### src/rtl/sprite_pkg.sv
// Shared constants for the sprite draw engine: FSM state codes, screen size and job types.
// Pure definitions, no logic, so it carries no latency or backpressure behaviour.
package sprite_pkg;

    localparam logic [2:0] IDLE   = 3'd0;
    localparam logic [2:0] DRAW   = 3'd1;
    localparam logic [2:0] FLUSH1 = 3'd2;
    localparam logic [2:0] FLUSH2 = 3'd3;
    localparam logic [2:0] DONE   = 3'd4;

    localparam int SCREEN_W = 320;
    localparam int SCREEN_H = 240;

    localparam logic JOB_BG   = 1'b0;
    localparam logic JOB_CHAR = 1'b1;

endpackage

### src/rtl/sprite_draw_engine_screen_addr_calc.sv
// Linear framebuffer address y*320 + x from shifts and adds. It has no multiplier.
// Purely combinational, so it adds no latency and never applies backpressure.
module screen_addr_calc
    import sprite_pkg::*;
(
    input  logic [9:0]  px_i,
    input  logic [8:0]  py_i,
    output logic [16:0] addr_o
);

    // 320 = 256 + 64
    assign addr_o = 17'({py_i, 8'b0}) + 17'({py_i, 6'b0}) + 17'(px_i);

endmodule

### src/rtl/sprite_draw_engine.sv
// Streams a sprite or the background under it to the VGA plot port, one pixel per clock.
// Two-stage pipeline with done at N+3. No stalls. SPRITE_TRANSPARENCY_EN keys out KEY_COLOUR in character jobs.
module sprite_draw_engine
    import sprite_pkg::*;
#(
    parameter int SPRITE_W = 8,
    parameter int SPRITE_H = 8,
    parameter int COLOUR_W = 9,
    parameter logic [COLOUR_W-1:0] KEY_COLOUR = 9'h1C7,
    parameter int SCREEN_W = 320,
    parameter int SCREEN_H = 240
)(
    input  logic                                  clock,
    input  logic                                  resetn,
    input  logic                                  drawBG,
    input  logic                                  drawChar,
    input  logic [8:0]                            xCoordinate,
    input  logic [7:0]                            yCoordinate,
    output logic [$clog2(SPRITE_W*SPRITE_H)-1:0]  charAddr,
    input  logic [COLOUR_W-1:0]                   charData,
    output logic [16:0]                           bgAddr,
    input  logic [COLOUR_W-1:0]                   bgData,
    output logic [8:0]                            vgaX,
    output logic [7:0]                            vgaY,
    output logic [COLOUR_W-1:0]                   colour,
    output logic                                  plot,
    output logic                                  doneBG,
    output logic                                  doneChar
);

    localparam int AW  = $clog2(SPRITE_W*SPRITE_H);
    localparam int CXW = (SPRITE_W > 1) ? $clog2(SPRITE_W) : 1;
    localparam int CYW = (SPRITE_H > 1) ? $clog2(SPRITE_H) : 1;
    localparam logic [9:0] X_LIM = 10'(SCREEN_W);
    localparam logic [8:0] Y_LIM = 9'(SCREEN_H);
`ifdef SPRITE_TRANSPARENCY_EN
    localparam logic KEY_EN = 1'b1;
`else
    localparam logic KEY_EN = 1'b0;
`endif

    logic [2:0]          state_q, state_d;
    logic                job_q, job_d;
    logic [8:0]          x0_q, x0_d;
    logic [7:0]          y0_q, y0_d;
    logic [CXW-1:0]      cx_q, cx_d;
    logic [CYW-1:0]      cy_q, cy_d;

    logic                s1_vld_q;
    logic                s1_job_q;
    logic [9:0]          s1_px_q;
    logic [8:0]          s1_py_q;

    logic [8:0]          vgaX_q, vgaX_d;
    logic [7:0]          vgaY_q, vgaY_d;
    logic [COLOUR_W-1:0] colour_q, colour_d;
    logic                plot_q, plot_d;

    logic                drawing;
    logic [9:0]          px;
    logic [8:0]          py;
    logic [16:0]         bg_addr_calc;
    logic                key_hit;

    assign drawing = (state_q == DRAW);
    assign px      = {1'b0, x0_q} + 10'(cx_q);
    assign py      = {1'b0, y0_q} + 9'(cy_q);

    screen_addr_calc u_addr (
        .px_i   (px),
        .py_i   (py),
        .addr_o (bg_addr_calc)
    );

    assign charAddr = drawing ? (AW'(cy_q) * AW'(SPRITE_W) + AW'(cx_q)) : '0;
    assign bgAddr   = drawing ? bg_addr_calc : 17'd0;

    always_comb begin
        state_d = state_q;
        job_d   = job_q;
        x0_d    = x0_q;
        y0_d    = y0_q;
        cx_d    = cx_q;
        cy_d    = cy_q;
        case (state_q)
            IDLE: begin
                if (drawBG || drawChar) begin
                    job_d   = drawBG ? JOB_BG : JOB_CHAR;
                    x0_d    = xCoordinate;
                    y0_d    = yCoordinate;
                    cx_d    = '0;
                    cy_d    = '0;
                    state_d = DRAW;
                end
            end
            DRAW: begin
                if (cx_q == CXW'(SPRITE_W - 1)) begin
                    cx_d = '0;
                    if (cy_q == CYW'(SPRITE_H - 1)) begin
                        cy_d    = '0;
                        state_d = FLUSH1;
                    end else begin
                        cy_d = cy_q + CYW'(1);
                    end
                end else begin
                    cx_d = cx_q + CXW'(1);
                end
            end
            FLUSH1:  state_d = FLUSH2;
            FLUSH2:  state_d = DONE;
            DONE:    state_d = IDLE;
            default: state_d = IDLE;
        endcase
    end

    // ROM data arrives alongside stage 1, so the key test is made on the live read port.
    assign key_hit = KEY_EN && (s1_job_q == JOB_CHAR) && (charData == KEY_COLOUR);

    always_comb begin
        vgaX_d   = vgaX_q;
        vgaY_d   = vgaY_q;
        colour_d = colour_q;
        plot_d   = 1'b0;
        if (s1_vld_q) begin
            vgaX_d   = s1_px_q[8:0];
            vgaY_d   = s1_py_q[7:0];
            colour_d = (s1_job_q == JOB_CHAR) ? charData : bgData;
            plot_d   = (s1_px_q < X_LIM) && (s1_py_q < Y_LIM) && !key_hit;
        end
    end

    always_ff @(posedge clock) begin
        if (!resetn) begin
            state_q  <= IDLE;
            job_q    <= JOB_BG;
            x0_q     <= '0;
            y0_q     <= '0;
            cx_q     <= '0;
            cy_q     <= '0;
            s1_vld_q <= 1'b0;
            s1_job_q <= JOB_BG;
            s1_px_q  <= '0;
            s1_py_q  <= '0;
            vgaX_q   <= '0;
            vgaY_q   <= '0;
            colour_q <= '0;
            plot_q   <= 1'b0;
        end else begin
            state_q  <= state_d;
            job_q    <= job_d;
            x0_q     <= x0_d;
            y0_q     <= y0_d;
            cx_q     <= cx_d;
            cy_q     <= cy_d;
            s1_vld_q <= drawing;
            s1_job_q <= job_q;
            s1_px_q  <= px;
            s1_py_q  <= py;
            vgaX_q   <= vgaX_d;
            vgaY_q   <= vgaY_d;
            colour_q <= colour_d;
            plot_q   <= plot_d;
        end
    end

    assign vgaX     = vgaX_q;
    assign vgaY     = vgaY_q;
    assign colour   = colour_q;
    assign plot     = plot_q;
    assign doneBG   = (state_q == DONE) && (job_q == JOB_BG);
    assign doneChar = (state_q == DONE) && (job_q == JOB_CHAR);

endmodule

### config.mk
export PLATFORM = sky130hd
export DESIGN_NAME = sprite_draw_engine
export DESIGN_NICKNAME = d
export VERILOG_FILES = /design/src/rtl/sprite_pkg.sv /design/src/rtl/sprite_draw_engine_screen_addr_calc.sv /design/src/rtl/sprite_draw_engine.sv
export SDC_FILE = /design/constraint.sdc
export NUM_CORES = 1
export LEC_CHECK = 0
export BUFFER_PORTS_ARGS = -buffer_cell sky130_fd_sc_hd__buf_2
export CAP_MARGIN = 10
export CORE_MARGIN = 2
export CORE_UTILIZATION = 35
export DETAILED_ROUTE_END_ITERATION = 7
export PLACE_DENSITY = 0.66
export SLEW_MARGIN = 20
export SYNTH_ARGS = -nofsm -noshare
export SYNTH_HDL_FRONTEND = slang
export SYNTH_HIERARCHICAL = 1
export SYNTH_SLANG_ARGS = --single-unit
export TNS_END_PERCENT = 1
### constraint.sdc
create_clock -name clock -period 7.1 [get_ports clock]
set_input_delay 1.065 -clock clock [delete_from_list [all_inputs] [get_ports clock]]
set_output_delay 1.065 -clock clock [all_outputs]
set_load 0.05 [all_outputs]
# After elaboration in Yosys (flattened, before gate mapping)
# Cells that the tools add are included.
[totals]
input_bits = 39
ff_bits = 75
[classes]
reduce_logical = 11
n_addsub = 7
muxes = 14
bitwise_logic = 1
eq_ne = 9
n_lt_le_gt_ge = 2
[op_table]
columns = ["op", "n"]
rows = [
  ["$mux W3", 7],
  ["$add A17 B10 Y17", 1],
  ["$add A17 B15 Y17", 1],
  ["$mux W17", 1],
  ["$pmux W3 S2", 2],
  ["$pmux W3 S4", 1],
  ["$add A9 B3 Y10", 1],
  ["$lt A10 B9 Y1 const B", 1],
  ["$add A8 B3 Y9", 1],
  ["$eq A3 B3 Y1 const B", 3],
  ["$lt A9 B8 Y1 const B", 1],
  ["$mux W9", 1],
  ["$add A3 B1 Y3 const B", 2],
  ["$add A6 B3 Y6", 1],
  ["$eq A3 B2 Y1 const B", 2],
  ["$mux W6", 1],
  ["$reduce_and A2 Y1", 3],
  ["$reduce_and A3 Y1", 2],
  ["$ne A2 B1 Y1 const B", 2],
  ["$eq A3 B1 Y1 const B", 1],
  ["$logic_and A1 B1 Y1", 3],
  ["$logic_not A3 Y1", 1],
  ["$ne A2 B2 Y1 const B", 1],
  ["$reduce_bool A2 Y1", 1],
  ["3 further kinds", 3],
]

# Longest topological paths before layout
[logic_depth]
depth_word = 4
mapped_depth = 15

# By module
# The synthesis kept the hierarchy.
[modules_own_cells]
columns = ["mod", "area_per_inst_um2", "seq_area_each_um2", "n_inst", "cells_per_inst"]
rows = [
  ["sprite_draw_engine", 3326.9, 1501.4, 1, 356],
  ["screen_addr_calc", 630.6, 0.0, 1, 72],
]

# Worst setup path after synthesis
# No wires, ideal clock.
[synth_timing]
kind = "register to output"
startpoint = "reg cx_q[0]"
endpoint = "out bgAddr[15]"
stages_incl_launch_ff = 16
t_required_ns = 6.035
slack_ns = 2.474
arrival_time_ns = 3.561
path_cell_list = "dfxtp_1 > ha_1 > inv_1 > fa_1 > nor2b_1 > o211ai_1 > xnor2_1 > inv_1 > fa_1 > inv_1 > fa_1 > a21o_1 > a21oi_2 > o21ai_1 > xor2_1 > and3_1"
[synth_via]
elab_chain_cells = 3
[synth_lines]
columns = ["item", "line_no", "source"]
rows = [
  ["start, declared", "sprite_draw_engine.sv:46", "logic [CXW-1:0] cx_q, cx_d;"],
  ["start signal, assigned", "sprite_draw_engine.sv:138", "cx_q <= '0;"],
  ["start signal, assigned", "sprite_draw_engine.sv:153", "cx_q <= cx_d;"],
  ["$add A9 B3 Y10", "sprite_draw_engine.sv:66", "assign px = {1'b0, x0_q} + 10'(cx_q);"],
  ["net px[8]", "sprite_draw_engine.sv:60", "logic [9:0] px;"],
  ["$add A17 B10 Y17", "sprite_draw_engine_screen_addr_calc.sv:12", "assign addr_o = 17'({py_i, 8'b0}) + 17'({py_i, 6'b0}) + 17'(px_i);"],
  ["net bg_addr_calc[15]", "sprite_draw_engine.sv:62", "logic [16:0] bg_addr_calc;"],
  ["$mux W17", "sprite_draw_engine.sv:76", "assign bgAddr = drawing ? bg_addr_calc : 17'd0;"],
  ["end, declared", "sprite_draw_engine.sv:21", "output logic [16:0] bgAddr,"],
]
# The timed path passes the listed nets, and every way through them passes these cells.

# Worst setup path after layout
# Ends and elaborated chain as after synthesis.

==> impl_results.md <==
* All-Layer GR Usage at between 15 and 20%
* Commonest cells in the netlist: 75 x dfxtp_1, 42 x nor2_1, 38 x nand2_1, 27 x mux2i_1, 26 x ha_1
* Vias at 3185
* Synth warn at 6
* Largest net degree at the start of global routing at 56
* Tcrit/Tclk final at ~74%
* Post-Synth Simple-Gate Area at between 20% and 30%
* DR WL/cell at 14.0 µm
* Vias in the first global route at between 3000 and 4000
* Total power per unit cell area at about 260 mW/mm²
* Max Slew Vio Count at 0
* Routed Wire Length at around 9000 µm
* Worst-skew pair later-pin latency at between 0.3 and 0.4 ns
* Synth Area in Compound Gates at between 10 and 15%
* Num CTS Buffers at 9
* Worst Path Max Fanout at 5
* Worst Hold Class: flip-flop to flip-flop
* Residual DRC at 0
* Synth Area in Adders at approximately 11%
* Top cell type's share of synthesized area at between 30% and 40%
* Asr flop ratio synth at 0%
* Crit end category: output pin
* Total gr overflow at 0
* Hold-fix buffers at CTS at 0
* RSZ-0062 raised after global routing: no
* Average size of a mapped cell at 9.25 µm²
* Setup repair bufs after CTS at 0
* Layout Skew at ~0.0073 ns
* Pleak at 0.00220 µW
* P&R area growth vs syn at 19.2%
* Post-route ant nets at 0
* Ant diodes at 0
* Routability cong. at ~0.85
* Post-Syn Nets at 498
* Detail Placement HPWL at about 6700 µm
* Fmax at between 0.15 and 0.2 GHz
* WS Path Type: flip-flop to output pin
* Final setup viols at 0
* Vias per cell at approximately 4.9
* Number of enable flip-flop cells after synthesis at 0
* Final Power at roughly 1200 µW
* Nets at approximately 570
* Rows at 38
* Core area at 0.0109 mm²
* DRT iter0 DRCs at ~170
* CTS tree: done
* Bufs on Longest Clock Path at 2
* Slew margin rel. at about 30%
* Inst Count DP at 630
* Worst VDD drop at about 0.11 mV
* Root buf cell: clkbuf_16
* Worst Setup Start Kind: flip-flop
* Multiplexer share of the synthesized area at 6.83%
* Initial antenna violation count at 0
* Tmin final at between 5 and 6 ns
* Initial Utilization at a little over a third
* Worst Tran Pin Value at roughly 1.1 ns
* #FFs+latches synth at 75
* Layout cells sized above 1 at approximately 27%
* Ranking of synthesized cells by area: dfxtp_1 38%, ha_1 8.2%, mux2i_1 6.8%
* Post-Layout Cell Count at 646
* Post-Syn Area at just under 0.004 mm²
* Crit path arrival time at 4.20 ns
* FILL cells at about 1100
* Die Wd at about 110 µm
* Maxcap violations at 0
* Die Y at approximately 110 µm
* Most frequent cell after synthesis: dfxtp_1
* Xor/xnor share of the synthesized area at under 10%
* Sequential-to-total area share from yosys stat at between 30% and 40%
* Clock Sinks at 75
* Worst path required time at roughly 6 ns
* Final Hold Vio Count at 0
* Die area at between 0.01 and 0.015 mm²
* First-pass GRT wire length at approximately 15000 µm
* Netlist cell types at 58
* Largest family of logic cells by synthesized area: simple AND/OR/NAND/NOR gates
* Router iterations before antenna repair at 4
* Ys flop type: dfxtp_1
* Worst-path clk slew at about 0.060 ns
* Outcome: finished, final reports clean
* H-tree depth at 3
* Post-route setup TNS at 0 ns
* Placement-stage cell area at 0.00441 mm²
* Cells after synthesis at roughly 430
* Port Buffer Count at 90
* Cts repair resizes at 0
* Io pins at just over 90
* Synth area leader: dfxtp_1
* Design area at around 0.0047 mm²
==> per-stage QoR <==
step	util (%)	setup WS, ns	hold WS [ns]
after detailed placement	40.3	2.20	0.455
after global placement	40.3	2.26	0.448
final	43.1	1.84	0.463
after CTS	43.1	1.83	0.466
after floorplan	-	2.47	0.433
after global routing	43.1	1.49	0.488
==> critical path: stages (launching register included) <==
cell	delay, ns
dfxtp_1	0.39
ha_1	0.19
inv_1	0.06
fa_1	0.39
nor2b_1	0.20
o211ai_1	0.12
xnor2_1	0.26
inv_1	0.10
fa_1	0.54
inv_1	0.07
fa_1	0.46
a21o_1	0.21
a21oi_2	0.23
o21ai_1	0.11
xor2_1	0.12
and3_1	0.15
buf_2	0.26
==> area by class of cell <==
cell class	count	area (µm²)	share of cell area [%]
Clock buffer	11	243	5.15
Clock inverter	5	62.6	1.33
Inverter	18	67.6	1.43
Multi-Input combinational cell	305	2200	46.7
Sequential cell	75	1500	31.8
Tap cell	140	175	3.71
Timing Repair Buffer	92	465	9.87
==> cells by family after synthesis <==
family	Yosys count
AO/OA/AOI/OAI	67
XOR/XNOR	20
adder cells (fa/ha/maj)	31
buffers and inverters	48
flip-flops	75
multiplexers	27
AND/OR/NAND/NOR	160
==> layer usage <==
layer	GRT usage [%]	part of all wire [%]
met1	19.8	45
met2	26.4	46
met3	3.64	6.7
met4	5.09	1.4
met5	0	0
==> worst paths after layout <==
kind | startpoint | endpoint | slack (ns) | depth (start not counted)
worst min register to register | s1_py_q[3] | vgaY[3] | 0.46 | 2
worst max register to register | state_q[0] | cy_q[0] | 4.96 | 4
worst min-delay path | s1_py_q[3] | vgaY[3] | 0.46 | 2
worst max-delay path | cx_q[0] | bgAddr[15] | 1.84 | 16
==> registers in the layout (all words and copies together), names as in the netlist <==
| name | flops |
|---|---|
| colour | 9 |
| cx_q | 3 |
| cy_q | 3 |
| job_q | 1 |
| plot | 1 |
| s1_job_q | 1 |
| s1_px_q | 10 |
| s1_py_q | 9 |
| s1_vld_q | 1 |
| state_q | 3 |
| vgaX | 9 |
| vgaY | 8 |
| x0_q | 9 |
| y0_q | 8 |
==> cells in the final DEF, fill, tap and decap left out, drive strengths merged, types with 2 or more instances in the layout <==
cell type and n:
buf 92, dfxtp 75, nand2 44, nor2 43
a21oi 28, mux2i 27, ha 26, and3 25
and2 19, inv 18, xnor2 12, clkbuf 11
a211oi 10, nand3 9, xor2 8, o21ai 8
nand4 5, fa 5, nor3 5, nor2b 3
o211ai 3, o2111ai 2, a31oi 2, clkinvlp 2
clkinv 2, o21bai 2
==> where the power goes <==
group | switching [µW] | leakage (µW) | total [µW] | internal (µW)
registers | 29.5 | 0.000612 | 481 | 451
logic | 200 | 0.00144 | 299 | 98.9
clock network | 176 | 0.000142 | 458 | 283
total | 405 | 0.00220 | 1240 | 833
No activity file was read; power rests on OpenSTA's default activity.
